$ cat config.mk
export PLATFORM = sky130hd
export DESIGN_NAME = alpha_mem_arbiter_flat
export DESIGN_NICKNAME = d
export VERILOG_FILES = /design/src/rtl/alpha_mem_pkg.sv /design/src/rtl/alpha_mem_arbiter_if.sv /design/src/rtl/alpha_rr_arb2.sv /design/src/rtl/alpha_mem_arbiter.sv /design/src/flat_wrapper.sv
export SDC_FILE = /design/constraint.sdc
export NUM_CORES = 1
export LEC_CHECK = 0
export BUFFER_PORTS_ARGS = -buffer_cell sky130_fd_sc_hd__buf_2
export CORE_AREA = 2 2 244 246
export CTS_CLUSTER_DIAMETER = 100
export CTS_CLUSTER_SIZE = 14
export DETAILED_ROUTE_END_ITERATION = 8
export DIE_AREA = 0 0 246 248
export GPL_TIMING_DRIVEN = 0
export HOLD_SLACK_MARGIN = 0.08
export PLACE_DENSITY = 0.31
export SLEW_MARGIN = 40
export SYNTH_ARGS = -nofsm -noshare
export SYNTH_HDL_FRONTEND = slang
export SYNTH_SLANG_ARGS = --single-unit
$ cat constraint.sdc
create_clock -name clk -period 1.6 [get_ports clk]
set_input_delay 0.24 -clock clk [delete_from_list [all_inputs] [get_ports clk]]
set_output_delay 0.24 -clock clk [all_outputs]
set_load 0.02 [all_outputs]
$ cat src/rtl/alpha_mem_pkg.sv
// alpha_mem_pkg: packet field macros, arbiter state/owner types and the final-beat helper.
// Macros: PKT_BITS and the PKT_* field slices, REQ_SZ_* size codes.
`ifndef ALPHA_MEM_DEFINES
`define ALPHA_MEM_DEFINES
`define PKT_BITS 102
`define PKT_VLD 0
`define PKT_LAST 1
`define PKT_CMD 3:2
`define PKT_SIZE 5:4
`define PKT_ADDR 37:6
`define PKT_DATA 101:38
`define REQ_CMD_LOAD 2'd0
`define REQ_CMD_STORE 2'd1
`define REQ_CMD_FETCH 2'd2
`define REQ_SZ_4 2'd0
`define REQ_SZ_8 2'd1
`define REQ_SZ_LINE 2'd2
`endif

package alpha_mem_pkg;
    typedef enum logic [1:0] {ARB_IDLE, ARB_REQ, ARB_RESP} arb_state_e;
    typedef enum logic {OWN_I, OWN_D} owner_e;
    typedef logic [`PKT_BITS-1:0] pkt_t;

    // Line requests finish on the LAST beat; everything else on its first beat.
    function automatic logic is_final_beat(input pkt_t pkt, input logic line);
        return !line || pkt[`PKT_LAST];
    endfunction
endpackage

$ cat src/rtl/alpha_mem_arbiter_if.sv
// alpha_mem_arbiter_if: request/response channels between the I/D front-ends, the arbiter and memory.
// slave modport: arbiter side (takes ireq/dreq/mem_resp/mem_req_ack, drives acks, resps, mem_req).
// master modport: the surrounding requesters and memory.
interface alpha_mem_arbiter_if;
    import alpha_mem_pkg::*;
    pkt_t ireq_pkt_xx;
    logic ireq_ack_xx;
    pkt_t iresp_pkt_xx;
    pkt_t dreq_pkt_xx;
    logic dreq_ack_xx;
    pkt_t dresp_pkt_xx;
    pkt_t mem_req_pkt_xx;
    logic mem_req_ack_xx;
    pkt_t mem_resp_pkt_xx;

    modport slave (
        input  ireq_pkt_xx, dreq_pkt_xx, mem_req_ack_xx, mem_resp_pkt_xx,
        output ireq_ack_xx, iresp_pkt_xx, dreq_ack_xx, dresp_pkt_xx, mem_req_pkt_xx
    );
    modport master (
        output ireq_pkt_xx, dreq_pkt_xx, mem_req_ack_xx, mem_resp_pkt_xx,
        input  ireq_ack_xx, iresp_pkt_xx, dreq_ack_xx, dresp_pkt_xx, mem_req_pkt_xx
    );
endinterface

$ cat src/rtl/alpha_rr_arb2.sv
// alpha_rr_arb2: two-way pick between I and D from their valids and the last grant.
// Ports: clk, reset_n (sync, active-low); i_vld/d_vld candidates; take = a grant is consumed
// this cycle; grant = any candidate; win = chosen side.
// Config: ALPHA_MEM_ARB_DPRIO_EN selects fixed D-over-I priority (rr_last still tracks grants).
module alpha_rr_arb2
    import alpha_mem_pkg::*;
(
    input  logic   clk,
    input  logic   reset_n,
    input  logic   i_vld,
    input  logic   d_vld,
    input  logic   take,
    output logic   grant,
    output owner_e win
);
    owner_e rr_last;

    always_comb begin
        grant = i_vld | d_vld;
`ifdef ALPHA_MEM_ARB_DPRIO_EN
        win = d_vld ? OWN_D : OWN_I;
`else
        win = (i_vld && d_vld) ? (rr_last == OWN_I ? OWN_D : OWN_I) : (d_vld ? OWN_D : OWN_I);
`endif
    end

    // Reset to D so I wins the very first tie.
    always_ff @(posedge clk) begin
        if (!reset_n)
            rr_last <= OWN_D;
        else if (take && grant)
            rr_last <= win;
    end
endmodule

$ cat src/rtl/alpha_mem_arbiter.sv
// alpha_mem_arbiter: shares one memory request/response channel between I-fetch and load/store.
// Ports: clk; reset_n (sync, active-low); bus (alpha_mem_arbiter_if.slave: ireq/dreq with acks,
// iresp/dresp beats, mem_req with ack, mem_resp); arb_busy (not IDLE); err_timeout (sticky watchdog).
// Params: TIMEOUT_CYC (RESP cycles before abort, 0 = off), CNT_W (watchdog counter width).
// Config: ALPHA_MEM_ARB_DPRIO_EN -> fixed D-over-I arbitration instead of round-robin.
module alpha_mem_arbiter
    import alpha_mem_pkg::*;
#(
    parameter int TIMEOUT_CYC = 64,
    parameter int CNT_W       = 8
) (
    input  logic                clk,
    input  logic                reset_n,
    alpha_mem_arbiter_if.slave  bus,
    output logic                arb_busy,
    output logic                err_timeout
);
    arb_state_e       state, state_n;
    pkt_t             req_q, win_pkt;
    owner_e           owner, win;
    logic             final_line, grant, idle, beat, fin, timeout;
    logic [CNT_W-1:0] cnt;

    alpha_rr_arb2 u_rr (
        .clk     (clk),
        .reset_n (reset_n),
        .i_vld   (bus.ireq_pkt_xx[`PKT_VLD]),
        .d_vld   (bus.dreq_pkt_xx[`PKT_VLD]),
        .take    (idle),
        .grant   (grant),
        .win     (win)
    );

    always_comb begin
        // Gating with reset_n keeps acks and beats silent while reset is held.
        idle = reset_n && state == ARB_IDLE;
        beat = reset_n && state == ARB_RESP && bus.mem_resp_pkt_xx[`PKT_VLD];
        fin = beat && is_final_beat(bus.mem_resp_pkt_xx, final_line);
        timeout = TIMEOUT_CYC > 0 && state == ARB_RESP && !fin && cnt == CNT_W'(TIMEOUT_CYC - 1);
        win_pkt = win == OWN_D ? bus.dreq_pkt_xx : bus.ireq_pkt_xx;
        bus.ireq_ack_xx = idle && grant && win == OWN_I;
        bus.dreq_ack_xx = idle && grant && win == OWN_D;
        bus.iresp_pkt_xx = (beat && owner == OWN_I) ? bus.mem_resp_pkt_xx : '0;
        bus.dresp_pkt_xx = (beat && owner == OWN_D) ? bus.mem_resp_pkt_xx : '0;
        bus.mem_req_pkt_xx = state == ARB_REQ ? req_q : '0;
        arb_busy = state != ARB_IDLE;
        state_n = state;
        case (state)
            ARB_IDLE: state_n = grant ? ARB_REQ : ARB_IDLE;
            ARB_REQ:  state_n = bus.mem_req_ack_xx ? ARB_RESP : ARB_REQ;
            ARB_RESP: state_n = (fin || timeout) ? ARB_IDLE : ARB_RESP;
            default:  state_n = ARB_IDLE;
        endcase
    end

    always_ff @(posedge clk) begin
        if (!reset_n)
            state <= ARB_IDLE;
        else
            state <= state_n;
    end

    always_ff @(posedge clk) begin
        if (!reset_n) begin
            req_q       <= '0;
            owner       <= OWN_I;
            final_line  <= 1'b0;
            cnt         <= '0;
            err_timeout <= 1'b0;
        end else begin
            if (idle && grant) begin
                req_q      <= win_pkt;
                owner      <= win;
                final_line <= win_pkt[`PKT_SIZE] == `REQ_SZ_LINE;
            end
            // Counts RESP cycles; cleared everywhere else so each transaction starts at 0.
            cnt <= state == ARB_RESP ? cnt + 1'b1 : '0;
            if (timeout)
                err_timeout <= 1'b1;
        end
    end
endmodule

$ cat src/flat_wrapper.sv
// flat-port wrapper written by rule: the top's interface ports become plain ports
module alpha_mem_arbiter_flat import alpha_mem_pkg::*;
#(
    parameter int TIMEOUT_CYC = 64,
    parameter int CNT_W       = 8
)
  (clk, reset_n, arb_busy, err_timeout, bus_ireq_pkt_xx, bus_dreq_pkt_xx, bus_mem_req_ack_xx, bus_mem_resp_pkt_xx, bus_ireq_ack_xx, bus_iresp_pkt_xx, bus_dreq_ack_xx, bus_dresp_pkt_xx, bus_mem_req_pkt_xx);
  alpha_mem_arbiter_if bus_i ();
  input  logic clk;
  input  logic reset_n;
  output logic arb_busy;
  output logic err_timeout;
  input wire logic [$bits(bus_i.ireq_pkt_xx)-1:0] bus_ireq_pkt_xx;
  input wire logic [$bits(bus_i.dreq_pkt_xx)-1:0] bus_dreq_pkt_xx;
  input wire logic [$bits(bus_i.mem_req_ack_xx)-1:0] bus_mem_req_ack_xx;
  input wire logic [$bits(bus_i.mem_resp_pkt_xx)-1:0] bus_mem_resp_pkt_xx;
  output wire logic [$bits(bus_i.ireq_ack_xx)-1:0] bus_ireq_ack_xx;
  output wire logic [$bits(bus_i.iresp_pkt_xx)-1:0] bus_iresp_pkt_xx;
  output wire logic [$bits(bus_i.dreq_ack_xx)-1:0] bus_dreq_ack_xx;
  output wire logic [$bits(bus_i.dresp_pkt_xx)-1:0] bus_dresp_pkt_xx;
  output wire logic [$bits(bus_i.mem_req_pkt_xx)-1:0] bus_mem_req_pkt_xx;
  assign bus_i.ireq_pkt_xx = bus_ireq_pkt_xx;
  assign bus_i.dreq_pkt_xx = bus_dreq_pkt_xx;
  assign bus_i.mem_req_ack_xx = bus_mem_req_ack_xx;
  assign bus_i.mem_resp_pkt_xx = bus_mem_resp_pkt_xx;
  assign bus_ireq_ack_xx = bus_i.ireq_ack_xx;
  assign bus_iresp_pkt_xx = bus_i.iresp_pkt_xx;
  assign bus_dreq_ack_xx = bus_i.dreq_ack_xx;
  assign bus_dresp_pkt_xx = bus_i.dresp_pkt_xx;
  assign bus_mem_req_pkt_xx = bus_i.mem_req_pkt_xx;
  alpha_mem_arbiter #(.TIMEOUT_CYC(TIMEOUT_CYC), .CNT_W(CNT_W)) u_core (.clk(clk), .reset_n(reset_n), .bus(bus_i), .arb_busy(arb_busy), .err_timeout(err_timeout));
endmodule
Word level (Yosys, flattened, before mapping)

Cells that the tools add are included.

ROM bits: 0
Output and inout bits: 310
Bits in writable memories: 0
Word-level logic and storage cells: 45
Memories: 0
Input bits: 309
Flip-flop bits (word level): 116
Latch bits: 0

Eq/ne operators: 4
Add/subtract/negate cells: 1
Multipliers: 0
Shift operators: 0
Bitwise logic cells: 3
$lt $le $gt $ge: 0
Reduce and logical (&&, ||, !) cells: 19
Div/mod/pow operators: 0
Mux-type cells: 11

Operators with widths:

| operator                                                               | count |
|---|---|
| 102-bit two-way mux                                                    | 4 |
| 1-bit logical AND                                                      | 12 |
| 8-bit by 1-bit adder with 8-bit output (second input constant)         | 1 |
| 8-bit by 6-bit equality test with 1-bit output (second input constant) | 1 |
| 2-bit case mux with 3 select lines                                     | 1 |
| 2-bit equality test (second input constant)                            | 2 |
| 1-bit two-way mux                                                      | 4 |
| 2-bit two-way mux                                                      | 2 |
| 2-bit by 1-bit equality test with 1-bit output (second input constant) | 1 |
| 1-bit zero test                                                        | 2 |
| 2-bit zero test                                                        | 1 |
| 1-bit logical OR                                                       | 2 |
| 1-bit NOT                                                              | 2 |
| 2-bit AND reduction                                                    | 1 |
| 2-bit nonzero test                                                     | 1 |
| 1-bit OR                                                               | 1 |

Logic depth before layout (Yosys ltp)

Gate-level depths: netlist of the first run.

Word-level depth: 10
Mapped depth: 6
Gate-level depth less buffers: 4

Cells and area by module

A second synthesis of the first run with hierarchy kept.

Cells, all modules: 862
Area, all modules: 7480.9 µm²

Modules (own cells, without submodules):

| module            | seq. area each (µm²) | times used | cells each | area an instance (µm²) |
|---|---|---|---|---|
| alpha_mem_arbiter | 2302.2               | 1          | 856        | 7427.1 |
| alpha_rr_arb2     | 20.0                 | 1          | 6          | 53.8 |

Least setup slack after synthesis of the first run

No wires, ideal clock.

Kind: register to output
Start point: register u_core.state[1]
End point: output port bus_dreq_ack_xx
Required time: 1360 ps
Stages on the path, launching flop included: 6
Path slack: 39 ps
Data arrival time: 1321 ps
Path buffers: 2
Cells stage by stage: dfxtp_1 -> nor2_2 -> buf_2 -> buf_2 -> nand3_1 -> nor2_1

Word-level cells in the longest chain between the ends: 4

Ends and longest elaborated chain:

| what                           | RTL line                | source |
|---|---|---|
| start: declaration             | alpha_mem_arbiter.sv:18 | `arb_state_e state, state_n;` |
| start signal: assignment       | alpha_mem_arbiter.sv:60 | `state <= state_n;` |
| 2-bit zero test                | alpha_mem_arbiter.sv:36 | `idle = reset_n && state == ARB_IDLE;` |
| 1-bit logical AND              | alpha_mem_arbiter.sv:36 |  |
| 1-bit logical AND (2 in a row) | alpha_mem_arbiter.sv:42 | `bus.dreq_ack_xx = idle && grant && win == OWN_D;` |
| end: declaration               | flat_wrapper.sv:19      | `output wire logic [$bits(bus_i.dreq_ack_xx)-1:0] bus_dreq_ack_xx;` |

No other way between the ends.

Worst setup path after layout of the first run

Start point: register u_core.state[0]
End point: output port bus_iresp_pkt_xx[68]

Word-level cells in the longest chain between the ends: 5

Ends and longest elaborated chain:

| what                           | RTL line                | source |
|---|---|---|
| 2-bit equality test            | alpha_mem_arbiter.sv:37 | `` beat = reset_n && state == ARB_RESP && bus.mem_resp_pkt_xx[`PKT_VLD]; `` |
| 1-bit logical AND (2 in a row) | alpha_mem_arbiter.sv:37 |  |
| 1-bit logical AND              | alpha_mem_arbiter.sv:43 | `bus.iresp_pkt_xx = (beat && owner == OWN_I) ? bus.mem_resp_pkt_xx : '0;` |
| 102-bit two-way mux            | alpha_mem_arbiter.sv:43 |  |
| end: declaration               | flat_wrapper.sv:18      | `output wire logic [$bits(bus_i.iresp_pkt_xx)-1:0] bus_iresp_pkt_xx;` |

No other way between the ends.

==> flow_summary.yaml, run 1 <==
timing:
  rsz0062_at_grt: "true"
  tightest_slew_ps: 826
  relSlewSlack: 0.449
  setup_violations: 402
  hold_viol_final: 0
  period_needed_ps: 2190
  slew_violations: 0
  period_share: 1.37
  worst_slack_ps: -591
  fmax_ghz: 0.456
  fin_tns_setup_ps: -183220
  clock_skew_ps: 11.3
power_and_ir_drop:
  p_clk_frac: 0.344
  p_switching_mw: 3.78
  cellPowerDensity_nw_per_um2: 625
  fin_total_pwr_mw: 11.7
  irDropWorstVdd_v: 0.000794
  combPwrFrac: 0.370
  p_sw_frac: 0.325
  p_leak_nw: 8.38
  p_int_mw: 7.87
  p_seq_frac: 0.286
synth:
  synthAdderAreaFrac: 0.00171
  synth_simple_gate_area_frac: 0.389
  ys_ff_latch: 116
  synth_xor_area_frac: 0.00358
  synth_area_per_cell_sq_um: 7.36
  synth_fp_nets: 1306
  synth-seq-area-share: 0.317
  synth-edff-count: 0
  async_flop_share: 0
  synth_cell_types: 34
  synth_flop_cell: "dfxtp_1"
  synth_top_family_by_area: "simple AND/OR/NAND/NOR gates"
  synth_compound_area_frac: 0.221
  synth_mux_area_frac: 0
  ys_warn_count: 0
  netlist_instances: 996
  netlist_area_sq_um: 7330
placement:
  gp_congestion: 0.938
  post-dp-hpwl_microns: 47800
  dp_cells: 2386
  preCtsSetupSlack_ps: -1090
  portBuffers: 617
global_route:
  grt_pass1_vias: 11800
  grt.total_usage: 0.191
  antenna_found_initial: 24
  grt_start_max_net_pins: 20
  grt_pass1_wl_microns: 83100
  globalRouteOverflowTotal: 0
floorplanning:
  die_h_microns: 248
  io_pins: 619
  num_rows: 89
  start_util: 0.125
  die_x_microns: 246
  dieArea_sq_um: 61000
  core_area_sq_um: 58500
final_layout:
  nFillCells: 6225
  final_cell_mix: "buf_2, buf_6, and2_4"
  layout.nets: 2218
  regArea_sq_um: 2330
  area_growth_syn_to_layout_pct: 154
  final_cells: 2705
  post-route-util: 0.319
  multi_input_area_sq_um: 5440
  mostFrequentLayoutCell: "buf_2"
  drive_gt1_frac: 0.572
routing:
  drt_pass1_iterations: 4
  vias: 11300
  drt_iter0_drc: 328
  wl_per_cell_microns: 23.5
  drc: 0
  finalWirelength_microns: 63700
  detail-route-antenna-nets: 0
  via_per_inst: 4.18
critical_path:
  startpoint_type: "flip-flop"
  path_cells: "nand4b_1 -> buf_6 -> nor2_4 -> buf_12 -> buf_12 -> clkbuf_16 -> and2_4 -> buf_6"
  crit_type: "reg -> out"
  cp_max_fo: 5
  crit_family: "buffers and inverters"
  crit_buf_inv: 5
  crit_arrival_ps: 1950
  cp.required_ps: 1360
  crit_path_max_incr_delay_ps: 340
  slowest_stage: "dfxtp_4"
  cp-end-kind: "primary output"
clock_network:
  htreeDepth: 4
  clock_sinks: 116
  insertion_delay_ps: 460
  clockBufferDepth: 2
  cts_tree: "built"
  ctsRootBufferMaster: "clkbuf_16"
  clk_pin_slew_ps: 60
  cts_made_buffers: 17
outcome:
  violations: "negative setup slack"
  outcome: "finished with violations"
worst_hold_path:
  hp-class: "in -> reg"
run:
  drv_cap: 0
-- routing by layer --
metal / vias to the layer above / wire [microns] / GRT usage
li1: 5299 / - / -
met1: 5458 / 22700 / 0.197
met2: 448 / 35200 / 0.370
met3: 99 / 3130 / 0.0324
met4: 0 / 2610 / 0.0957
met5: - / 0 / 0
-- tightest hold or removal path, cell delays in order --
cell and delay (ps):
buf_2 100, a21o_1 100, o21ai_0 70
-- path summary, 6_finish.rpt --
| check | endpoint | cells after the start | from | slack [ps] |
|---|---|---|---|---|
| max | bus_iresp_pkt_xx[68] | 8 | u_core.state[0] | -590 |
| min reg2reg | u_core.cnt[0] | 1 | u_core.cnt[0] | 450 |
| min | u_core.state[1] | 3 | bus_mem_resp_pkt_xx[0] | 110 |
| max reg2reg | u_core.req_q[96] | 12 | u_core.state[0] | -390 |
-- cell usage after synthesis (all sizes together), types with 2 or more instances --
| cell | n | share of area |
|---|---|---|
| and2 | 304 | 0.26 |
| nand2 | 204 | 0.10 |
| dfxtp | 116 | 0.32 |
| a311oi | 102 | 0.12 |
| a31oi | 87 | 0.074 |
| clkbuf | 64 | 0.033 |
| buf | 46 | 0.032 |
| a21oi | 20 | 0.014 |
| nor2 | 12 | 0.0068 |
| nand3 | 7 | 0.0048 |
| inv | 5 | 0.0026 |
| o21ai | 5 | 0.0034 |
| nand3b | 3 | 0.0031 |
| nor2b | 2 | 0.0017 |
| o21a | 2 | 0.0020 |
| or3 | 2 | 0.0017 |
| xor2 | 2 | 0.0024 |
-- power groups by stage --
stage	clock network (mW)	logic, mW	registers (mW)
global placement	0	2.54	3.36
finish	4.00	4.31	3.33
CTS	4.13	3.64	3.32
floorplan	0	1.29	3.32
global route	4.22	4.60	3.36
detailed placement	0	2.54	3.36
-- timing repair --
action	CTS	global route
pin swaps	71	82
resized for setup	649	544
hold endpoints to repair	102	0
setup buffers	34	21
cloned	15	17
endpoints found under the setup margin	416	415
hold buffers	201	0
-- state kept, by name (all words and copies together), names as in the netlist --
signal / cells
u_core.u_rr.rr_last: 1
u_core.cnt: 8
u_core.req_q: 102
u_core.err_timeout: 1
u_core.owner: 1
u_core.final_line: 1
u_core.state: 2
-- metrics by stage --
step                      instance area (sq um)  hold WS, ps
after CTS                                 16600         81.3
after global placement                    11400          434
final                                     18600          106
after global routing                      18600          109
after floorplan                            7330          370
after detailed placement                  11400          441
-- logic make-up (layout without fill, tap and decap cells) --
group / after synthesis / after routing
compound gates: 221 / 221
xor+xnor: 3 / 3
fa+ha+maj: 1 / 1
buf+inv: 115 / 1038
flops: 116 / 116
other cells: 0 / 13
simple gates: 540 / 540
-- area by class of cell --
cell class,instances,area share
diodes,13,0.00175
plain buffers,105,0.0605
clock buffers,20,0.0240
clock inverters,10,0.00718
inverters,5,0.00128
multi-input cells,765,0.292
flip-flops and latches,116,0.125
well taps,773,0.0519
repair buffers,898,0.436
(Power assumes the default switching activity.)
==> run 2: changes to the inputs <==
==> constraint.sdc (replaced) <==
create_clock -name clk -period 2.35 [get_ports clk]
set_input_delay 0.3525 -clock clk [delete_from_list [all_inputs] [get_ports clk]]
set_output_delay 0.3525 -clock clk [all_outputs]
set_load 0.02 [all_outputs]
==> run 2 against run 1 <==
The flow now finishes without violations; register-to-register slack better by 720 ps; global-route usage decreased by 1.1 points; total power shrank 42%; cell count fell by 9.8%; critical path depth down 2; clock power is 32% lower; design area down 27%; largest power group is now the clock network.
==> flow_summary.yaml, run 2 (synthesis gave the netlist of run 1 again) <==
global_route:
  globalRouteOverflowTotal: 0
  grt_pass1_vias: 10600
  grt_start_max_net_pins: 20
  antenna_found_initial: 35
  grt_pass1_wl_microns: 77400
  grt.total_usage: 0.180
timing:
  slew_violations: 0
  clock_skew_ps: 11.1
  hold_viol_final: 0
  fmax_ghz: 0.431
  setup_violations: 0
  period_share: 0.988
  fin_tns_setup_ps: 0
  rsz0062_at_grt: "true"
  relSlewSlack: 0.503
  worst_slack_ps: 28.8
  tightest_slew_ps: 746
  period_needed_ps: 2320
  hold_slack_ps: 166
placement:
  post-dp-hpwl_microns: 47800
  gp_congestion: 0.938
  preCtsSetupSlack_ps: -450
  portBuffers: 617
  dp_cells: 2386
  place_area_sq_um: 11400
critical_path:
  path_cells: "nand4b_1 -> buf_6 -> nor2_4 -> buf_2 -> and2_1 -> buf_2"
  slowest_stage: "dfxtp_4"
  cp.required_ps: 2000
  crit_buf_inv: 3
  crit_family: "buffers and inverters"
  crit_arrival_ps: 1970
  crit_path_max_incr_delay_ps: 360
  crit_type: "reg -> out"
  cpMostUsedCell: "buf_2"
  startpoint_type: "flip-flop"
  cp_max_fo: 10
  cp-end-kind: "primary output"
routing:
  routed-wl-met2_microns: 31900
  drt_iter0_drc: 333
  met1Wirelength_microns: 21000
  wl_per_cell_microns: 24.1
  top_layer: "met5"
  detail-route-antenna-nets: 0
  drt_pass1_iterations: 5
  met3WireLength_microns: 3400
  drc: 0
  via_per_inst: 4.20
  vias: 10300
  finalWirelength_microns: 58700
power_and_ir_drop:
  fin_total_pwr_mw: 6.75
  cellPowerDensity_nw_per_um2: 499
  p_int_mw: 4.51
  p_switching_mw: 2.24
  p_seq_frac: 0.334
  irDropWorstVdd_v: 0.000502
  p_leak_nw: 6.51
  combPwrFrac: 0.264
  p_clk_frac: 0.402
  p_sw_frac: 0.332
clock_network:
  ctsRootBufferMaster: "clkbuf_16"
  cts_hold_buf: 0
  insertion_delay_ps: 450
  cts_tree: "built"
  clk_pin_slew_ps: 60
  cts_made_buffers: 17
  clock_sinks: 116
  htreeDepth: 4
  clockBufferDepth: 2
final_layout:
  largest_register_ffs: 102
  final_cell_mix: "buf_2, and2_1, nand2_1"
  largest_register: "u_core.req_q"
  mostFrequentLayoutCell: "buf_2"
  post-route-util: 0.231
  top_regs: "u_core.req_q (102), u_core.cnt (8), u_core.state (2)"
  drive_gt1_frac: 0.496
  layout.nets: 1955
  nFillCells: 6646
  fin_area_sq_um: 13500
  regArea_sq_um: 2330
  final_cells: 2440
  multi_input_area_sq_um: 4740
  area_growth_syn_to_layout_pct: 84.5
worst_hold_path:
  hp-class: "in -> reg"
floorplanning:
  core_area_sq_um: 58500
  io_pins: 619
  dieArea_sq_um: 61000
  start_util: 0.125
  num_rows: 89
  die_h_microns: 248
  die_x_microns: 246
run:
  drv_cap: 0
outcome:
  outcome: "finished, final reports clean"
-- run 2: changes by cell type in the layout (fill, tap and decap cells not counted), sizes merged --
cell	change
dlygate4sd3	-201
buf	-46
clkbuf	-16
diode	-2
-- run 2: final timing paths --
| check | endpoint | slack (ps) | from | cells after the start |
|---|---|---|---|---|
| max | bus_dresp_pkt_xx[9] | 30 | u_core.state[0] | 6 |
| min | u_core.req_q[3] | 170 | bus_dreq_pkt_xx[3] | 3 |
| max reg2reg | u_core.req_q[24] | 330 | u_core.state[0] | 7 |
| min reg2reg | u_core.cnt[0] | 450 | u_core.cnt[0] | 1 |
-- run 2: power by group through the flow --
stage,registers (mW),logic [mW],clock network (mW)
finish,2.26,1.78,2.71
global route,2.27,1.95,2.88
CTS,2.25,1.79,2.81
detailed placement,2.29,1.73,0
global placement,2.29,1.73,0
floorplan,2.26,0.882,0
-- run 2: cell type report --
class	instances	share of cell area
multi-input cells	765	0.350
repair buffers	633	0.305
flip-flops and latches	116	0.172
well taps	773	0.0715
plain buffers	107	0.0549
clock buffers	20	0.0330
clock inverters	10	0.00990
diodes	11	0.00204
inverters	5	0.00139
-- run 2: what timing repair did --
item / CTS / global route
buffers inserted: 4 / 3
gates resized for setup: 137 / 344
setup endpoints to repair: 348 / 218
pin swaps: 2 / 26
gates cloned: 3 / 7
hold endpoints to repair: 0 / 0
-- run 2: routing by layer --
metal,vias to the layer above,global-route usage
li1,4767,-
met1,4900,0.187
met2,467,0.343
met3,114,0.0362
met4,12,0.0902
met5,-,0
-- run 2: worst register-to-register path: stages (launching register included) --
cell and delay (ps):
dfxtp_4 360, nor2_4 170, buf_4 210, inv_2 90
nor3_4 230, buf_12 160, clkbuf_1 460, a311oi_1 180
